$ cat src/rtl/lock_fsm.sv
// rtl/lock_fsm.sv - password lock controller with open timeout and wrong-entry alarm
module lock_fsm #(
    parameter logic [3:0]  PWD_INIT  = 4'h5,
    parameter logic [1:0]  MAX_ERR   = 2'd3,
    parameter logic [27:0] OPEN_CYC  = 28'd135_000_000,
    parameter logic [27:0] ALARM_CYC = 28'd81_000_000
) (
    input  logic       clk,
    input  logic       rst_n,
    input  logic [3:0] ctrl,
    input  logic       enter_trig,
    input  logic       init_trig,
    output logic [1:0] state,
    output logic       unlock,
    output logic       alarm,
    output logic [1:0] err_cnt
);

    typedef enum logic [1:0] {
        ST_LOCKED = 2'b00,
        ST_OPEN   = 2'b01,
        ST_ALARM  = 2'b10,
        ST_BAD    = 2'b11
    } state_t;

    localparam logic [27:0] OPEN_LAST  = OPEN_CYC - 28'd1;
    localparam logic [27:0] ALARM_LAST = ALARM_CYC - 28'd1;
    localparam logic [2:0]  ERR_LIMIT  = {1'b0, MAX_ERR};

    state_t      state_q, state_d;
    logic [1:0]  err_cnt_q, err_cnt_d;
    logic [3:0]  pwd_q, pwd_d;
    logic [27:0] tmr_q, tmr_d;
    logic [2:0]  err_inc;

    // Widened so the +1 never wraps before being compared with the limit.
    assign err_inc = {1'b0, err_cnt_q} + 3'd1;

    always_ff @(posedge clk or negedge rst_n) begin
        if (!rst_n) begin
            state_q   <= ST_LOCKED;
            err_cnt_q <= 2'd0;
            pwd_q     <= PWD_INIT;
            tmr_q     <= 28'd0;
        end else begin
            state_q   <= state_d;
            err_cnt_q <= err_cnt_d;
            pwd_q     <= pwd_d;
            tmr_q     <= tmr_d;
        end
    end

    always_comb begin
        state_d   = state_q;
        err_cnt_d = err_cnt_q;
        pwd_d     = pwd_q;
        tmr_d     = tmr_q;

        case (state_q)
            ST_LOCKED: begin
                tmr_d = 28'd0;
                // init_trig is a no-op here but still swallows a coincident enter.
                if (!init_trig && enter_trig) begin
                    if (ctrl == pwd_q) begin
                        state_d   = ST_OPEN;
                        err_cnt_d = 2'd0;
                    end else if (err_inc >= ERR_LIMIT) begin
                        state_d   = ST_ALARM;
                        err_cnt_d = MAX_ERR;
                    end else begin
                        err_cnt_d = err_inc[1:0];
                    end
                end
            end

            ST_OPEN: begin
                if (init_trig) begin
                    state_d = ST_LOCKED;
                    tmr_d   = 28'd0;
                end else if (enter_trig) begin
                    state_d = ST_LOCKED;
                    pwd_d   = ctrl;
                    tmr_d   = 28'd0;
                end else if (tmr_q >= OPEN_LAST) begin
                    state_d = ST_LOCKED;
                    tmr_d   = 28'd0;
                end else begin
                    tmr_d = tmr_q + 28'd1;
                end
            end

            ST_ALARM: begin
                // Keys are deliberately ignored until the alarm period runs out.
                if (tmr_q >= ALARM_LAST) begin
                    state_d   = ST_LOCKED;
                    err_cnt_d = 2'd0;
                    tmr_d     = 28'd0;
                end else begin
                    tmr_d = tmr_q + 28'd1;
                end
            end

            default: begin
                state_d   = ST_LOCKED;
                err_cnt_d = 2'd0;
                tmr_d     = 28'd0;
            end
        endcase
    end

    assign state   = state_q;
    assign unlock  = (state_q == ST_OPEN);
    assign alarm   = (state_q == ST_ALARM);
    assign err_cnt = err_cnt_q;

endmodule

$ cat config.mk
export PLATFORM = sky130hd
export DESIGN_NAME = lock_fsm
export DESIGN_NICKNAME = d
export VERILOG_FILES = /design/src/rtl/lock_fsm.sv
export SDC_FILE = /design/constraint.sdc
export NUM_CORES = 1
export LEC_CHECK = 0
export BUFFER_PORTS_ARGS = -buffer_cell sky130_fd_sc_hd__buf_2
export CAP_MARGIN = 40
export CORE_MARGIN = 2
export CORE_UTILIZATION = 51
export DETAILED_ROUTE_END_ITERATION = 6
export PLACE_DENSITY = 0.69
export SYNTH_ARGS = -nofsm -noshare
export SYNTH_HDL_FRONTEND = slang
export SYNTH_SLANG_ARGS = --single-unit
$ cat constraint.sdc
create_clock -name clk -period 4.03 [get_ports clk]
set_input_delay 0 -clock clk [delete_from_list [all_inputs] [get_ports clk]]
set_output_delay 0 -clock clk [all_outputs]
set_load 0.02 [all_outputs]
# Yosys cells after proc, flatten, opt, wreduce, memory -nomap -nowiden
# Cells that the tools add are included.
dict set report word_totals {
  regBits 36
  output_inout_bits 6
  wordCells 41
}
dict set report op_classes {
  addsub 2
  magnitude_cmp 3
  eq_ne 7
  mux 17
  bitwise 2
  reduce_logical 6
}
# op count
set ops {}
lappend ops {{28-bit two-way mux} 4}
lappend ops {{28-bit one-hot mux with 2 select lines} 1}
lappend ops {{28-bit by 1-bit adder with 28-bit output (second input constant)} 1}
lappend ops {{28-bit by 27-bit >= comparator with 1-bit output (second input constant)} 1}
lappend ops {{28-bit >= comparator (second input constant)} 1}
lappend ops {{2-bit two-way mux} 10}
lappend ops {{2-bit one-hot mux with 3 select lines} 2}
lappend ops {{3-bit AND reduction} 2}
lappend ops {{4-bit equality test} 1}
lappend ops {{4-bit by 3-bit != test with 1-bit output (second input constant)} 1}
lappend ops {{4-bit AND reduction} 1}
lappend ops {{2-bit by 1-bit adder with 3-bit output (second input constant)} 1}
lappend ops {{3-bit by 2-bit >= comparator with 1-bit output (second input constant)} 1}
lappend ops {{3-bit != test (second input constant)} 1}
lappend ops {{2-bit by 1-bit equality test with 1-bit output (second input constant)} 1}
lappend ops {{2-bit equality test (second input constant)} 1}
lappend ops {{2-bit zero test} 1}
lappend ops {{2-bit by 1-bit != test with 1-bit output (second input constant)} 1}
lappend ops {{2-bit != test (second input constant)} 1}
lappend ops {{1-bit NOT} 2}
lappend ops {{1-bit logical AND} 1}
lappend ops {{1-bit zero test} 1}

# Longest topological paths before layout
# Gate-level depths: netlist of the first run.
dict set report depth {
  depth_word 6
  depth_mapped 9
  mapped_depth_nobuf 8
}

# Least setup slack after synthesis of the first run
# No wires, ideal clock.
dict set report synth_path {
  path_type {register to register}
  from {register state_q[1] (netlist: state[1])}
  to {register tmr_q[27]}
  t_arrival_ns 2.153
  t_required_ns 3.958
  slack_ns 1.805
  stages_incl_launch_ff 10
  n_path_buf 1
  path_cell_list {dfrtp_1 > inv_1 > ha_1 > or3b_2 > a21oi_1 > a31oi_1 > o22ai_4 > nand2_4 > buf_6 > nor2_1}
}
dict set report synth_via {
  elab_chain_cells 2
}
# item line
set synth_rtl {}
lappend synth_rtl {{start: declaration} 30} ;# state_t state_q, state_d;
lappend synth_rtl {{start signal: assignment} 46} ;# state_q <= state_d;
lappend synth_rtl {{2-bit by 1-bit equality test with 1-bit output} n/a}
lappend synth_rtl {{net unlock} 14} ;# output logic unlock,
lappend synth_rtl {{28-bit one-hot mux with 2 select lines} 59} ;# case (state_q)
lappend synth_rtl {{net tmr_d[27]} 33} ;# logic [27:0] tmr_q, tmr_d;
lappend synth_rtl {{end signal: assignment} 49} ;# tmr_q <= tmr_d;
lappend synth_rtl {{end: declaration} 33}
# The timed path passes the listed nets, and every way through them passes these cells.
# A chain may end at the register's enable or synchronous reset.

# Worst setup path in the final report of the first run
dict set report layout_path {
  from {register tmr_q[27]}
  to {register err_cnt_q[0] (netlist: err_cnt[0])}
}
dict set report layout_via {
  elab_chain_cells 3
}
# item line
set layout_rtl {}
lappend layout_rtl {{28-bit by 27-bit >= comparator with 1-bit output} 94} ;# if (tmr_q >= ALARM_LAST) begin
lappend layout_rtl {{2-bit by 1-bit != test with 1-bit output (no source line)} n/a}
lappend layout_rtl {{3-bit AND reduction (no source line)} n/a}
lappend layout_rtl {{end signal: assignment} 47} ;# err_cnt_q <= err_cnt_d;
lappend layout_rtl {{end: declaration} 31} ;# logic [1:0] err_cnt_q, err_cnt_d;
# No other way between the ends.

==> impl_metrics.csv, run 1 <==
group,metric,value,unit
timing,rsz0062_at_grt,"no",
logic_synthesis,syn_inst,193,
setup_path,start_kind,"flip-flop",
timing,period_needed,2.28,ns
timing,finalCritPeriodShare,56.6,%
logic_synthesis,synth_top_area_cell,"dfrtp_1",
placed_design,placed_cell_area,2030,sq um
cells_and_area,fin_nets,228,
power,p_per_area,459,nW/um^2
outcome,status,"completed",
setup_path,cp.required,4.21,ns
grt,grt_max_degree,37,
drt,dr.pass1.iters,4,
die,io_pins,14,
grt,antenna_found_initial,0,
logic_synthesis,ys_ff_latch,36,
drt,ant_nets,0,
die,initial_utilization,52.9,%
logic_synthesis,yosys-top-cells-area,"dfrtp_1 44%, xor2_1 7.3%, nor2_1 6.4%",
clock_tree,cts_buffer_depth,2,
clock_tree,postCtsHoldBufs,5,
clock_tree,cts_tree,"done",
placed_design,post-place-ws,1.73,ns
timing,finalSetupViolations,0,
die,fp.dieH,65.4,um
logic_synthesis,syn_area_per_cell,9.96,sq um
cells_and_area,layout_common_cells,"34 x dfrtp_1, 33 x nor2_1, 16 x xor2_1, 15 x nand3_1",
drt,vias,1463,
clock_tree,cts_resized,0,
logic_synthesis,ys_types,37,
grt,grt_pass1_wl,6860,um
cells_and_area,finalCoreUtilization,59.7,%
clock_tree,clock_sinks,36,
placed_design,port_buffers,13,
logic_synthesis,synth_area,1920,sq um
placed_design,dp_hpwl,2770,um
drt,drc,0,
cells_and_area,areaGrowthSynthToFinish,12.8,%
clock_tree,worst_skew_pair.late_latency,0.29,ns
timing,finClkSkew,0.00846,ns
logic_synthesis,ys_seq_area_share,47.0,%
min_path,hp-class,"primary input to flip-flop",
logic_synthesis,syn_nets,205,
setup_path,critPathKind,"flip-flop to flip-flop",
timing,drv_slew,0,
die,die_w,65.4,um
placed_design,post-place-cells,252,
placed_design,place_congestion,0.824,
drt,wl_per_cell,14.8,um
clock_tree,root_buffer,"clkbuf_8",
timing,fin_ws,1.75,ns
cells_and_area,layout-drive-gt1-share,14.7,%
timing,relSlewSlack,43.6,%
timing,timing.fmax,439,MHz
die,die_area,4280,sq um
clock_tree,cts_max_level,2,
setup_path,r2r-start,"tmr_q[27]",
die,core_area,3630,sq um
timing,finalSetupTns,0,ns
cells_and_area,fin_cells,265,
timing,worstMarginPinSlew,0.838,ns
cells_and_area,design_area,2170,sq um
cells_and_area,n_antenna_cell,0,
power,power,0.995,mW
clock_tree,clk_pin_slew,0.08,ns
setup_path,path_max_fanout,5,
clock_tree,cts_buffers,5,
drt,finalWirelength,3930,um
setup_path,crit_start,"tmr_q[27]",
drt,vias_per_cell,5.52,
setup_path,cp-end-kind,"flip-flop",
clock_tree,cts_setup_buffers,0,
power,vdd_ir_drop_max,0.415,mV
grt,grt.overflow.total,0,
timing,hold_viol_final,0,
min_path,min_from,"enter_trig",
grt,grt_pass1_vias,1496,
logic_synthesis,synth_top_cell_area_share,44.2,%
logic_synthesis,yosys_warnings,0,
cells_and_area,final_common_cell,"dfrtp_1",
setup_path,cp.arrival,2.46,ns
die,std_cell_rows,22,
power,p_leak,0.927,nW
drt,drt_iter0_drc,70,
grt,grt.total_usage,21.2,%
timing,timing.hold.ws,0.179,ns
run,max_cap_viol_count,0,
==> report_power, final <==
group	internal [mW]	leakage, nW	total (mW)	switching [mW]
Sequential	0.409	0.487	0.443	0.0346
Clock	0.122	0.0404	0.261	0.139
Combinational	0.116	0.400	0.290	0.174
==> worst max-delay path, cell delays in order, from the launching register on <==
cell      delay (ns)
dfrtp_1         0.44
nor4bb_1        0.33
nand4_1         0.19
nor4_1          0.59
o21a_1          0.27
mux2_2          0.35
==> cells in the mapped netlist <==
master / instances
nor2_1: 33
a311o_1: 1
inv_1: 4
nand2_1: 12
dfrtp_1: 34
a22o_1: 1
nor4_2: 1
nor3b_1: 1
xnor2_1: 13
a31oi_1: 2
ha_1: 4
and4b_1: 1
nor4_1: 3
dfstp_2: 2
o21ai_0: 1
a21oi_1: 10
or3_1: 1
nand4_1: 4
and4_1: 3
nor2b_1: 1
and2_1: 1
buf_6: 2
and3b_1: 1
nor4bb_1: 1
nand4b_1: 2
xor2_1: 16
nand2_4: 1
nor3_1: 1
nand3_1: 15
o22ai_1: 2
or3b_2: 1
o21a_1: 1
and3_1: 7
o22ai_4: 1
mux2_2: 5
or4_1: 2
nand2b_1: 2
==> worst paths after layout <==
check | endpoint | cells after the start | slack, ns
max | err_cnt[0] | 5 | 1.75
min | state[0] | 5 | 0.18
max reg2reg | err_cnt[0] | 5 | 1.75
min reg2reg | tmr_q[0] | 1 | 0.46
max in group asynchronous | tmr_q[17] | 2 | 3.21
min in group asynchronous | tmr_q[25] | 2 | 0.32
==> registers in the layout, summed over array words and instances (netlist names) <==
signal / flops
err_cnt: 2
tmr_q: 28
pwd_q: 4
state: 2
==> cell families after synthesis <==
group,Yosys count,synth area share (%)
AOI/OAI and AO/OA,19,6.57
xor gates and xnor gates,29,13.2
adders and majority gates,4,2.60
buffers and inverters,6,1.95
DFF,36,47.0
muxes,5,2.93
and+or+nand+nor,94,25.8
==> metal layers <==
metal	routed length, um	vias to the layer above	GRT usage, %
li1	-	719	-
met1	1710	720	25.1
met2	2050	20	37.0
met3	108	4	5.31
met4	49	0	8.07
met5	0	-	0
==> area by class of cell <==
| cell class | instances | area [sq um] |
|---|---|---|
| Multi-Input combinational cell | 151 | 982 |
| Inverter | 4 | 15.0 |
| Tap cell | 48 | 60.1 |
| Clock inverter | 3 | 23.8 |
| Clock buffer | 5 | 68.8 |
| Sequential cell | 36 | 903 |
| Timing Repair Buffer | 18 | 115 |
| Fill cell | 334 | 1470 |
Note: power is estimated with default switching activity, not from simulation.
==> inputs of run 2 (changes only) <==
--- a/config.mk
+++ b/config.mk
@@ -5,12 +5,13 @@
 export SDC_FILE = /design/constraint.sdc
 export NUM_CORES = 1
 export LEC_CHECK = 0
+export ABC_AREA = 1
 export BUFFER_PORTS_ARGS = -buffer_cell sky130_fd_sc_hd__buf_2
 export CAP_MARGIN = 40
 export CORE_MARGIN = 2
 export CORE_UTILIZATION = 51
 export DETAILED_ROUTE_END_ITERATION = 6
-export PLACE_DENSITY = 0.69
+export PLACE_DENSITY = 0.71
 export SYNTH_ARGS = -nofsm -noshare
 export SYNTH_HDL_FRONTEND = slang
 export SYNTH_SLANG_ARGS = --single-unit
==> constraint.sdc (replaced) <==
create_clock -name clk -period 1.95 [get_ports clk]
set_input_delay 0 -clock clk [delete_from_list [all_inputs] [get_ports clk]]
set_output_delay 0 -clock clk [all_outputs]
set_load 0.02 [all_outputs]
==> run 2 against run 1 <==
  * Clock skew is essentially flat
  * First-iteration DRC count grew 80%
  * Non-clock buffer count grew 1
  * Hold slack gained 0.0032 ns
  * Global-route usage grew 1.3 points
  * Setup slack lost 1.5 ns
  * Sequential cell count is the same
  * Register-to-register slack lost 1.5 ns
  * Utilization shrank 0.068 points
  * Sequential power grew 100%
  * Synthesized cell count grew 73%
  * Largest power group unchanged
  * Highest routed layer unchanged
==> impl_metrics.csv, run 2 <==
group,metric,value,unit
outcome,status,"completed",
min_path,hp-class,"primary input to flip-flop",
cells_and_area,largest-register,"tmr_q",
clock_tree,root_buffer,"clkbuf_8",
setup_path,path_cells,"inv_2, nor3_4, nand2_2, nor2_2, nand2_2, nor2_1, nand3_1, nand2_1, nor2_1",
clock_tree,cts_setup_buffers,0,
drt,dr.pass1.iters,4,
cells_and_area,layout-drive-gt1-share,17.0,%
timing,timing.hold.ws,0.182,ns
clock_tree,cts_buffers,5,
placed_design,place_congestion,0.902,
logic_synthesis,ys_top_cells_by_count,"86 x nand2_1, 51 x nor2_1, 49 x inv_1, 34 x dfrtp_1, 20 x nand3_1",
clock_tree,cts_max_level,2,
drt,finalWirelength,5150,um
die,initial_utilization,53.9,%
grt,grt_max_degree,37,
cells_and_area,areaGrowthSynthToFinish,10.7,%
timing,finalCritPeriodShare,88.7,%
die,fp.dieH,72.3,um
power,seqPwrFrac,40.0,%
logic_synthesis,ys_ff_latch,36,
cells_and_area,fin_nets,370,
die,die_w,72.3,um
die,core_area,4410,sq um
logic_synthesis,synth_top_cell_area_share,35.8,%
timing,hold_viol_final,0,
power,clockPowerShare,23.0,%
timing,drv_slew,0,
grt,grt.overflow.total,0,
run,max_cap_viol_count,0,
setup_path,critPathKind,"flip-flop to flip-flop",
clock_tree,worst_skew_pair.late_latency,0.30,ns
setup_path,cp_slowest_cell,"dfrtp_1",
placed_design,placed_cell_area,2490,sq um
cells_and_area,largest_reg_flops,28,
setup_path,cp.arrival,1.92,ns
die,io_pins,14,
drt,wl_per_cell,12.6,um
logic_synthesis,syn_area_per_cell,7.12,sq um
cells_and_area,multiInputGateArea,1270,sq um
power,p_switching,0.900,mW
clock_tree,clk_pin_slew,0.08,ns
logic_synthesis,ys_types,26,
clock_tree,cts_tree,"done",
setup_path,slowest_delay,0.49,ns
grt,grt_pass1_vias,2045,
grt,grt_pass1_wl,9000,um
grt,antenna_found_initial,0,
die,die_area,5220,sq um
cells_and_area,n_antenna_cell,0,
timing,finalSetupViolations,0,
power,p_per_area,848,nW/um^2
logic_synthesis,postSynth.asyncResetShare,100,%
power,p_leak,1.16,nW
drt,vias_per_cell,5.09,
power,switching_share,40.3,%
cells_and_area,final_common_cell,"nand2_1",
cells_and_area,seq_area,903,sq um
timing,period_needed,1.73,ns
cells_and_area,design_area,2630,sq um
cells_and_area,layout_common_cells,"86 x nand2_1, 51 x nor2_1, 49 x inv_1, 34 x dfrtp_1, 20 x nand3_1",
clock_tree,cts_buffer_depth,2,
drt,ant_nets,0,
logic_synthesis,synth_area,2380,sq um
timing,finalSetupTns,0,ns
grt,grt.total_usage,22.5,%
logic_synthesis,ys_seq_area_share,38.0,%
logic_synthesis,syn_nets,346,
logic_synthesis,synth_edf_count,0,
drt,drt_iter0_drc,126,
logic_synthesis,ys_dominant_reg_cell,"dfrtp_1",
cells_and_area,finalCoreUtilization,59.6,%
timing,finClkSkew,0.00879,ns
logic_synthesis,yosys-top-cells-area,"dfrtp_1 36%, nand2_1 14%, nor2_1 8.1%",
setup_path,path_max_fanout,6,
cells_and_area,fill_cells,412,
logic_synthesis,syn_inst,334,
logic_synthesis,yosys_warnings,0,
drt,vias,2086,
clock_tree,clock_sinks,36,
setup_path,start_kind,"flip-flop",
power,vdd_ir_drop_max,0.738,mV
timing,worstMarginPinSlew,0.789,ns
placed_design,port_buffers,13,
die,std_cell_rows,24,
timing,timing.fmax,578,MHz
drt,drc,0,
setup_path,cp-end-kind,"flip-flop",
logic_synthesis,synth_top_area_cell,"dfrtp_1",
power,power_frac_comb,36.9,%
timing,relSlewSlack,47.4,%
logic_synthesis,synthMostInstantiatedCell,"nand2_1",
cells_and_area,largest_registers,"tmr_q: 28 flops, pwd_q: 4 flops",
placed_design,dp_hpwl,3950,um
power,internal_power,1.33,mW
setup_path,cp.required,2.14,ns
[run 2: changes by cell type after synthesis, moves of 11 or more]
cell     before  now
xnor2_1      13    2
nand2_1      12   86
nor2_2        0   18
nor2_1       33   51
inv_1         4   49
[run 2: final timing paths]
check,start,endpoint,slack [ns],depth (start not counted)
max,tmr_q[8],tmr_q[23],0.22,9
min,enter_trig,pwd_q[2],0.18,3
max reg2reg,tmr_q[8],tmr_q[23],0.22,9
min reg2reg,tmr_q[0],tmr_q[0],0.46,1
max in group asynchronous,rst_n,tmr_q[20],1.13,2
min in group asynchronous,rst_n,tmr_q[18],0.32,2
[run 2: per-stage QoR]
stage | setup WS (ns) | cells | power, mW
floorplan | 0.194 | 334 | 1.53
global placement | 0.231 | 398 | 1.67
detailed placement | 0.169 | 398 | 1.69
CTS | 0.134 | 410 | 2.21
global route | -0.00366 | 410 | 2.40
finish | 0.220 | 410 | 2.23
[run 2: worst max-delay path, delay by kind of cell (launching register included)]
family                 cells  cell delay [ns]
buffers and inverters      1             0.10
and+or+nand+nor            8             1.04
DFF                        1             0.49
[run 2: layout make-up]
type	count	share of cell area, %
Clock buffer	6	2.76
Tap cell	52	2.47
Clock inverter	1	0.190
Inverter	50	7.13
Timing Repair Buffer	19	4.66
Multi-Input combinational cell	246	48.5
Sequential cell	36	34.3
[run 2: power groups by stage]
stage	sequential, mW	combinational [mW]	clock [mW]
after floorplan	0.942	0.592	0
after global placement	0.901	0.768	0
after detailed placement	0.908	0.781	0
after CTS	0.893	0.796	0.517
after global routing	0.904	0.939	0.555
final	0.894	0.824	0.514
[run 2: repair_timing]
item	CTS	global route
endpoints found under the setup margin	0	23
gates resized for setup	0	2
hold buffers	5	0
endpoints found under the hold margin	38	0
[run 2: kinds of logic after synthesis]
logic type	Yosys count	share of synthesized area, %
and+or+nand+nor	212	42.1
buffers and inverters	52	8.84
DFF	36	38.0
AOI/OAI and AO/OA	15	3.47
xor gates and xnor gates	15	5.53
adders and majority gates	4	2.11
[run 2: per-layer routing]
metal | GRT usage, % | part of all wire [%]
met4 | 9.43 | 2.4
met3 | 5.28 | 4.6
met1 | 28.1 | 45
met5 | 0 | 0
met2 | 37.4 | 48
==> inputs of run 3 (changes only) <==
--- a/config.mk
+++ b/config.mk
@@ -9,9 +9,9 @@
 export BUFFER_PORTS_ARGS = -buffer_cell sky130_fd_sc_hd__buf_2
 export CAP_MARGIN = 40
 export CORE_MARGIN = 2
-export CORE_UTILIZATION = 51
+export CORE_UTILIZATION = 46
 export DETAILED_ROUTE_END_ITERATION = 6
-export PLACE_DENSITY = 0.71
+export PLACE_DENSITY = 0.65
 export SYNTH_ARGS = -nofsm -noshare
 export SYNTH_HDL_FRONTEND = slang
 export SYNTH_SLANG_ARGS = --single-unit
==> run 3 against run 2 <==
  * Total power rose by 0.57%
  * Setup slack lost 0.037 ns
  * Register-to-register slack worse by 0.04 ns
  * Utilization down 6.5 points
  * Hold slack lost 0.014 ns
  * Global-route usage decreased by 1.7 points
==> impl_metrics.csv, run 3 (synthesis gave the netlist of run 2 again) <==
group,metric,value,unit
outcome,status,"completed",
placed_design,dp_hpwl,3910,um
die,die_area,5760,sq um
setup_path,critPathKind,"flip-flop to flip-flop",
timing,timing.fmax,566,MHz
die,core_area,5040,sq um
cells_and_area,fin_nets,371,
cells_and_area,seq_area,903,sq um
drt,vias,2065,
drt,finalWirelength,5140,um
timing,relSlewSlack,76.7,%
clock_tree,cts_max_level,2,
clock_tree,cts_tree,"done",
power,power,2.24,mW
die,io_pins,14,
setup_path,cp.required,2.13,ns
drt,ant_nets,0,
cells_and_area,largest-register,"tmr_q",
timing,finalSetupTns,0,ns
drt,wl_per_cell,12.0,um
cells_and_area,areaGrowthSynthToFinish,12.6,%
timing,finalCritPeriodShare,90.6,%
cells_and_area,layout-drive-gt1-share,17.5,%
drt,dr.pass1.iters,4,
clock_tree,cts_buffers,5,
cells_and_area,largest_reg_flops,28,
power,p_leak,1.19,nW
die,fp.dieH,75.9,um
clock_tree,worst_skew_pair.late_latency,0.31,ns
drt,drc,0,
drt,drt_iter0_drc,128,
timing,period_needed,1.77,ns
timing,drv_slew,0,
clock_tree,cts_buffer_depth,2,
clock_tree,cts_setup_buffers,0,
setup_path,cp.arrival,1.95,ns
drt,vias_per_cell,4.80,
min_path,hp-class,"primary input to flip-flop",
grt,grt.total_usage,20.8,%
die,initial_utilization,47.1,%
power,vdd_ir_drop_max,0.577,mV
grt,antenna_found_initial,0,
setup_path,path_max_fanout,23,
cells_and_area,n_antenna_cell,0,
grt,grt_max_degree,37,
grt,grt_pass1_wl,8910,um
setup_path,start_kind,"flip-flop",
cells_and_area,layout_common_cells,"86 x nand2_1, 51 x nor2_1, 49 x inv_1, 34 x dfrtp_1, 20 x nand3_1",
timing,finClkSkew,0.00750,ns
clock_tree,clk_pin_slew,0.08,ns
timing,rsz0062_at_grt,"no",
timing,timing.hold.ws,0.168,ns
grt,grt_pass1_vias,1973,
setup_path,cp-end-kind,"flip-flop",
timing,hold_viol_final,0,
timing,worstMarginPinSlew,0.348,ns
cells_and_area,final_common_cell,"nand2_1",
die,die_w,75.9,um
placed_design,port_buffers,13,
grt,grt.overflow.total,0,
cells_and_area,fill_cells,497,
cells_and_area,largest_registers,"tmr_q: 28 flops, pwd_q: 4 flops",
die,std_cell_rows,26,
run,max_cap_viol_count,0,
placed_design,place_congestion,0.909,
cells_and_area,multiInputGateArea,1260,sq um
clock_tree,root_buffer,"clkbuf_8",
timing,finalSetupViolations,0,
clock_tree,clock_sinks,36,
power,p_per_area,838,nW/um^2
-- run 3: worst max-delay path, cell delays in order, from the launching register on --
cell and delay [ns]:
dfrtp_1 0.37, ha_1 0.21, nand3_2 0.15, nor2_2 0.15
nand3_1 0.08, nand2_1 0.09, nand2_2 0.06, nand2_4 0.09
nand2_4 0.08, nand2_4 0.27, nor2_1 0.09
-- run 3: final timing paths --
kind	startpoint	cells past startpoint	slack, ns	endpoint
max	tmr_q[0]	10	0.18	tmr_q[26]
min	enter_trig	3	0.17	pwd_q[2]
max reg2reg	tmr_q[0]	10	0.18	tmr_q[26]
min reg2reg	tmr_q[0]	1	0.46	tmr_q[0]
max in group asynchronous	rst_n	3	1.52	pwd_q[2]
min in group asynchronous	rst_n	3	0.18	tmr_q[12]
-- run 3: final cells by class --
type / instances / share of cell area (%)
clock buffers: 6 / 3.08
clock inverters: 2 / 0.374
inverters: 50 / 7.01
multi-input cells: 246 / 47.2
flip-flops and latches: 36 / 33.7
well taps: 70 / 3.27
repair buffers: 20 / 5.33
-- run 3: power by group --
part	internal [mW]	total [mW]	leakage [nW]	switching [mW]
clock network	0.282	0.570	0.0510	0.288
logic	0.249	0.782	0.646	0.533
registers	0.832	0.893	0.490	0.0603
-- run 3: repair_timing --
item                      CTS  global route
gates resized for setup     0             0
hold buffers                5             0
hold endpoints to repair   40             0
-- run 3: metrics by stage --
step	cell area (sq um)	setup slack (ns)	utilization, %	instances
CTS	2680	0.164	53.1	430
detailed placement	2530	0.174	50.3	417
finish	2680	0.183	53.1	430
global placement	2510	0.212	49.9	416
floorplan	2380	0.194	-	334
global route	2680	0.00373	53.1	430
-- run 3: metal layers --
| metal | vias to the layer above | track usage (%) | wire, um |
|---|---|---|---|
| met5 | - | 0 | 0 |
| li1 | 1083 | - | - |
| met3 | 11 | 6.22 | 210 |
| met2 | 40 | 32.2 | 2360 |
| met4 | 0 | 8.38 | 106 |
| met1 | 931 | 27.2 | 2460 |
